===== src/rtl/dmem_arbiter.sv =====
// Two-requester arbiter for the single DataMemory port: IDLE/ACCESS/RESP FSM with round-robin or fixed priority.
// Optional grant/conflict statistics counters are compiled in when ARB_STATS_EN is defined.
module dmem_arbiter #(
    parameter int ACCESS_CYCLES  = 1,
    parameter int FIXED_PRIORITY = 0
) (
    input  logic        clk,
    input  logic        reset,
    input  logic        m0_req,
    input  logic        m0_write,
    input  logic [1:0]  m0_mode,
    input  logic [31:0] m0_addr,
    input  logic [31:0] m0_wdata,
    output logic        m0_ready,
    output logic [31:0] m0_rdata,
    input  logic        m1_req,
    input  logic        m1_write,
    input  logic [1:0]  m1_mode,
    input  logic [31:0] m1_addr,
    input  logic [31:0] m1_wdata,
    output logic        m1_ready,
    output logic [31:0] m1_rdata,
    output logic [31:0] mem_address,
    output logic [31:0] mem_writeData,
    output logic [1:0]  mem_mode,
    output logic        mem_memRead,
    output logic        mem_memWrite,
    input  logic [31:0] mem_readData,
    output logic        busy,
    output logic        owner
`ifdef ARB_STATS_EN
    ,
    output logic [15:0] stat_m0_grants,
    output logic [15:0] stat_m1_grants,
    output logic [15:0] stat_conflicts
`endif
);

    generate
        if (ACCESS_CYCLES < 1 || ACCESS_CYCLES > 15) begin : gBadAccessCycles
            $error("dmem_arbiter: ACCESS_CYCLES must be within 1..15");
        end
    endgenerate

    localparam logic [3:0] CNT_INIT = 4'(ACCESS_CYCLES - 1);

    typedef enum logic [1:0] {
        IDLE   = 2'd0,
        ACCESS = 2'd1,
        RESP   = 2'd2
    } state_t;

    state_t      state;
    state_t      nextState;
    logic        lastOwner;
    logic [3:0]  cnt;
    logic        latWrite;
    logic [1:0]  latMode;
    logic [31:0] latAddr;
    logic [31:0] latWdata;
    logic        anyReq;
    logic        bothReq;
    logic        winner;
    logic        grant;

    // Winner: a lone requester wins; on conflict either m0 (fixed) or whoever did not go last.
    always_comb begin
        anyReq  = m0_req | m1_req;
        bothReq = m0_req & m1_req;
        if (bothReq)
            winner = (FIXED_PRIORITY != 0) ? 1'b0 : ~lastOwner;
        else
            winner = ~m0_req;
        grant = (state == IDLE) && anyReq;
    end

    always_ff @(posedge clk) begin
        if (reset)
            state <= IDLE;
        else
            state <= nextState;
    end

    always_comb begin
        nextState     = state;
        busy          = 1'b0;
        m0_ready      = 1'b0;
        m1_ready      = 1'b0;
        mem_address   = 32'd0;
        mem_writeData = 32'd0;
        mem_mode      = 2'd0;
        mem_memRead   = 1'b0;
        mem_memWrite  = 1'b0;
        case (state)
            IDLE: begin
                if (anyReq)
                    nextState = ACCESS;
            end
            ACCESS: begin
                busy          = 1'b1;
                mem_address   = latAddr;
                mem_writeData = latWdata;
                mem_mode      = latMode;
                mem_memRead   = ~latWrite;
                // A store gets exactly one write edge, at the end of the access window.
                mem_memWrite  = latWrite && (cnt == 4'd0);
                if (cnt == 4'd0)
                    nextState = RESP;
            end
            RESP: begin
                busy      = 1'b1;
                m0_ready  = ~owner;
                m1_ready  = owner;
                nextState = IDLE;
            end
            default: nextState = IDLE;
        endcase
    end

    always_ff @(posedge clk) begin
        if (reset) begin
            owner     <= 1'b0;
            lastOwner <= 1'b1;
            cnt       <= 4'd0;
            latWrite  <= 1'b0;
            latMode   <= 2'd0;
            latAddr   <= 32'd0;
            latWdata  <= 32'd0;
            m0_rdata  <= 32'd0;
            m1_rdata  <= 32'd0;
        end else if (grant) begin
            owner     <= winner;
            lastOwner <= winner;
            cnt       <= CNT_INIT;
            latWrite  <= winner ? m1_write : m0_write;
            latMode   <= winner ? m1_mode  : m0_mode;
            latAddr   <= winner ? m1_addr  : m0_addr;
            latWdata  <= winner ? m1_wdata : m0_wdata;
        end else if (state == ACCESS) begin
            if (cnt != 4'd0)
                cnt <= cnt - 4'd1;
            else if (owner)
                m1_rdata <= latWrite ? 32'd0 : mem_readData;
            else
                m0_rdata <= latWrite ? 32'd0 : mem_readData;
        end
    end

`ifdef ARB_STATS_EN
    function automatic logic [15:0] satInc(input logic [15:0] v);
        return (v == 16'hFFFF) ? v : v + 16'd1;
    endfunction

    always_ff @(posedge clk) begin
        if (reset) begin
            stat_m0_grants <= 16'd0;
            stat_m1_grants <= 16'd0;
            stat_conflicts <= 16'd0;
        end else if (grant) begin
            if (winner)
                stat_m1_grants <= satInc(stat_m1_grants);
            else
                stat_m0_grants <= satInc(stat_m0_grants);
            if (bothReq)
                stat_conflicts <= satInc(stat_conflicts);
        end
    end
`endif

endmodule


===== config.mk =====
export PLATFORM = sky130hd
export DESIGN_NAME = dmem_arbiter
export DESIGN_NICKNAME = d
export VERILOG_FILES = /design/src/rtl/dmem_arbiter.sv
export SDC_FILE = /design/constraint.sdc
export NUM_CORES = 1
export LEC_CHECK = 0
export CAP_MARGIN = 20
export CORE_ASPECT_RATIO = 1.25
export CORE_UTILIZATION = 45
export CTS_CLUSTER_DIAMETER = 50
export CTS_CLUSTER_SIZE = 30
export DETAILED_ROUTE_END_ITERATION = 10
export GPL_TIMING_DRIVEN = 0
export PLACE_DENSITY = 0.85
export REMOVE_ABC_BUFFERS = 1
export SYNTH_ARGS = -nofsm -noshare
export SYNTH_HDL_FRONTEND = slang
export SYNTH_SLANG_ARGS = --single-unit

===== constraint.sdc =====
create_clock -name clk -period 2.92 [get_ports clk]
set_clock_uncertainty 0.15 [all_clocks]
set_input_delay 0.584 -clock clk [delete_from_list [all_inputs] [get_ports clk]]
set_output_delay 0.584 -clock clk [all_outputs]
set_load 0.02 [all_outputs]

==> impl_metrics.env <==
export IMPL_ios=306
export IMPL_gr_usage_all_layers_pct=27.7
export IMPL_seq_area_um2=2780
export IMPL_slew_viol_final=0
export IMPL_fin_crit_ps=2840
export IMPL_antenna_found_initial=0
export IMPL_syn2layout_area_growth_pct=59.5
export IMPL_layout_drive_gt1_share_pct=5.99
export IMPL_yosysUniqueCellTypes=36
export IMPL_period_share_pct=97.2
export IMPL_grt_max_degree=135
export IMPL_cts_tree="yes"
export IMPL_vias_per_cell=5.45
export IMPL_crit_fanout=38
export IMPL_antenna_cells=0
export IMPL_p_per_area_nw_per_um2=536
export IMPL_die_w_um=109
export IMPL_core_area_um2=13900
export IMPL_ant_nets=0
export IMPL_fmax_ghz=0.352
export IMPL_clk_insertion_delay_late_ps=410
export IMPL_clock_sinks=139
export IMPL_reg2reg_setup_slack_ps=220
export IMPL_critical_path_class="register to output pin"
export IMPL_vias=6597
export IMPL_grt_pass1_wl_um=31900
export IMPL_first_pass_iters=4
export IMPL_hp_start="m0_rdata[8]$_SDFFE_PP0P_"
export IMPL_finalHoldViolations=0
export IMPL_dpl_cell_area_um2=9660
export IMPL_status="finished, final reports clean"
export IMPL_syn_area_per_cell_um2=8.50
export IMPL_ys_warn_count=0
export IMPL_cts_clk_slew_worst_paths_ps=60
export IMPL_r2r_start="state[0]$_SDFFE_PP0P_"
export IMPL_dpl_hpwl_um=14100
export IMPL_ys_ff_latch=139
export IMPL_cp_end_kind="output pin"
export IMPL_irDropWorstVdd_uv=467
export IMPL_cp_startpoint="state[1]$_SDFFE_PP0P_"
export IMPL_cts_buffer_depth=2
export IMPL_multi_input_area_um2=3370
export IMPL_grt_pass1_vias=6454
export IMPL_fillers=1015
export IMPL_start_util_pct=46.5
export IMPL_dieArea_um2=14900
export IMPL_io_buffer_count=305
export IMPL_cp_start_kind="register"
export IMPL_rows=48
export IMPL_root_buffer="clkbuf_16"
export IMPL_synthesis_instances=762
export IMPL_setup_viol=0
export IMPL_worstHoldPathType="register to register"
export IMPL_grt_ovfl_total=0
export IMPL_drv_cap=0
export IMPL_synth_area_um2=6470
export IMPL_routed_wirelength_um=21200
export IMPL_cp_arrival_ps=2100
export IMPL_r2r_end="m1_rdata[5]$_SDFFE_PP0P_"
export IMPL_cts_buffers=17
export IMPL_critPathCapture="mem_address[9]"
export IMPL_crit_required_ps=2190
export IMPL_fp_dieH_um=136
export IMPL_rsz0062_at_grt="no"
export IMPL_design_area_um2=10300
export IMPL_seq_area_frac_synth_pct=43.0
export IMPL_power_mw=5.53
export IMPL_slew_headroom_pct=37.0
export IMPL_max_slew_worst_pin_slew_ps=944
export IMPL_cts_hold_buf=0
export IMPL_setup_tns_ps=0
export IMPL_gp_congestion=0.744
export IMPL_wl_per_cell_um=17.5
export IMPL_leakage_nw=3.93
export IMPL_first_iter_violations=420
export IMPL_ff2ff_path_depth=7
export IMPL_h_tree_depth=4
export IMPL_nets=1198
export IMPL_drc=0
-- per-layer routing --
layer / GRT usage [%] / vias up / part of all wire, %
li1: - / 3195 / -
met1: 29.5 / 3062 / 39
met2: 49.6 / 298 / 49
met3: 9.78 / 42 / 9.4
met4: 10.4 / 0 / 2.7
met5: 0 / - / 0
-- final cells by class --
cell class | instances | share of cell area (%)
clock inverter | 13 | 1.37
sequential | 139 | 26.9
timing repair buffer | 321 | 32.4
clock buffer | 18 | 4.25
tap | 175 | 2.12
multi-input combinational | 538 | 32.7
inverter | 6 | 0.267
-- cells in the mapped netlist, drive strengths merged --
cell type | count | area [um2]
mux2i | 65 | 651
o21a | 1 | 7.51
o221a | 1 | 11.3
clkbuf | 61 | 229
nor3b | 1 | 7.51
nor2b | 3 | 18.8
or3 | 1 | 7.51
a22o | 1 | 10.0
nor3 | 2 | 10.0
or3b | 1 | 8.76
nor2 | 3 | 11.3
a32oi | 1 | 8.76
a31oi | 67 | 419
clkinv | 1 | 3.75
nand3 | 3 | 15.0
inv | 5 | 18.8
a211oi | 2 | 15.0
and3 | 1 | 6.26
a2111oi | 1 | 8.76
ha | 5 | 62.6
a21o | 1 | 8.76
buf | 18 | 104
and2 | 68 | 427
nand2 | 100 | 375
nor4b | 1 | 23.8
a21oi | 3 | 15.0
nand4 | 1 | 6.26
dfxtp | 139 | 2780
o211ai | 2 | 15.0
nand3b | 67 | 503
o21ai | 135 | 676
xor2 | 1 | 8.76
-- flip-flops by register name, summed over array words and instances, names as in the netlist --
name / cells
latWrite: 1
owner: 1
latAddr: 32
latWdata: 32
m0_rdata: 32
lastOwner: 1
m1_rdata: 32
latMode: 2
state: 2
cnt: 4
-- placed cells by master, fill, tap and decap left out, types with 3 or more instances in the layout --
cell,n
a21oi_1,3
a31oi_1,67
and2_1,67
buf_12,4
buf_16,4
buf_8,5
clkbuf_16,17
clkdlybuf4s50_1,301
clkinv_2,3
clkinv_4,3
clkinvlp_4,3
dfxtp_1,139
ha_1,3
inv_1,4
inv_6,3
mux2i_1,65
nand2_1,100
nand3_1,3
nand3b_1,67
o21ai_0,135
-- power by group --
group / internal [mW] / leakage, nW / switching, mW
clock: 1.28 / 0.279 / 0.853
combinational: 0.629 / 2.51 / 0.625
sequential: 2.07 / 1.14 / 0.0794
-- worst min path at each step --
| stage | to | slack, ps | depth (start not counted) |
|---|---|---|---|
| 3_5_place_dp | m0_rdata[30]$_SDFFE_PP0P_ | 300 | 2 |
| 5_1_grt | m0_rdata[4]$_SDFFE_PP0P_ | 320 | 2 |
| 4_1_cts | m0_rdata[30]$_SDFFE_PP0P_ | 310 | 2 |
| 3_3_place_gp | m0_rdata[22]$_SDFFE_PP0P_ | 290 | 2 |
| 2_1_floorplan | cnt[3]$_SDFFE_PP0P_ | 330 | 2 |
| 6_report | m0_rdata[8]$_SDFFE_PP0P_ | 300 | 2 |
-- critical path: stages, from the launching register on --
cell             delay (ps)
dfxtp_1                 310
inv_1                   150
ha_4                    220
buf_16                  180
and2_1                  140
clkdlybuf4s50_1         660
-- kinds of logic (layout without fill, tap and decap cells) --
kind of cell | count (synthesis) | in the layout | share of synthesized area (%)
multiplexers | 65 | 65 | 10.0
adder cells (fa/ha/maj) | 5 | 5 | 0.966
flip-flops | 139 | 139 | 43.0
buffers and inverters | 85 | 358 | 5.49
XOR/XNOR | 1 | 1 | 0.135
AO/OA/AOI/OAI | 215 | 215 | 18.5
AND/OR/NAND/NOR | 252 | 252 | 21.9
-- metrics by stage --
| step | std cells | utilization, % | hold WS, ps | worst slack, ps |
|---|---|---|---|---|
| 2_1_floorplan | 683 | - | 330 | -1300 |
| 3_3_place_gp | 1163 | 67.6 | 292 | -5230 |
| 3_5_place_dp | 1174 | 69.3 | 298 | -406 |
| 4_1_cts | 1208 | 73.8 | 307 | 8.55 |
| 5_1_grt | 1210 | 74.1 | 318 | 5.55 |
| 6_report | 1210 | 74.1 | 305 | 82.8 |
-- timing repair --
action	CTS	global route
pin swaps	0	1
endpoints found under the setup margin	66	13
setup buffers	3	1
gates resized for setup	2	4
No activity file was read; power rests on OpenSTA's default activity.
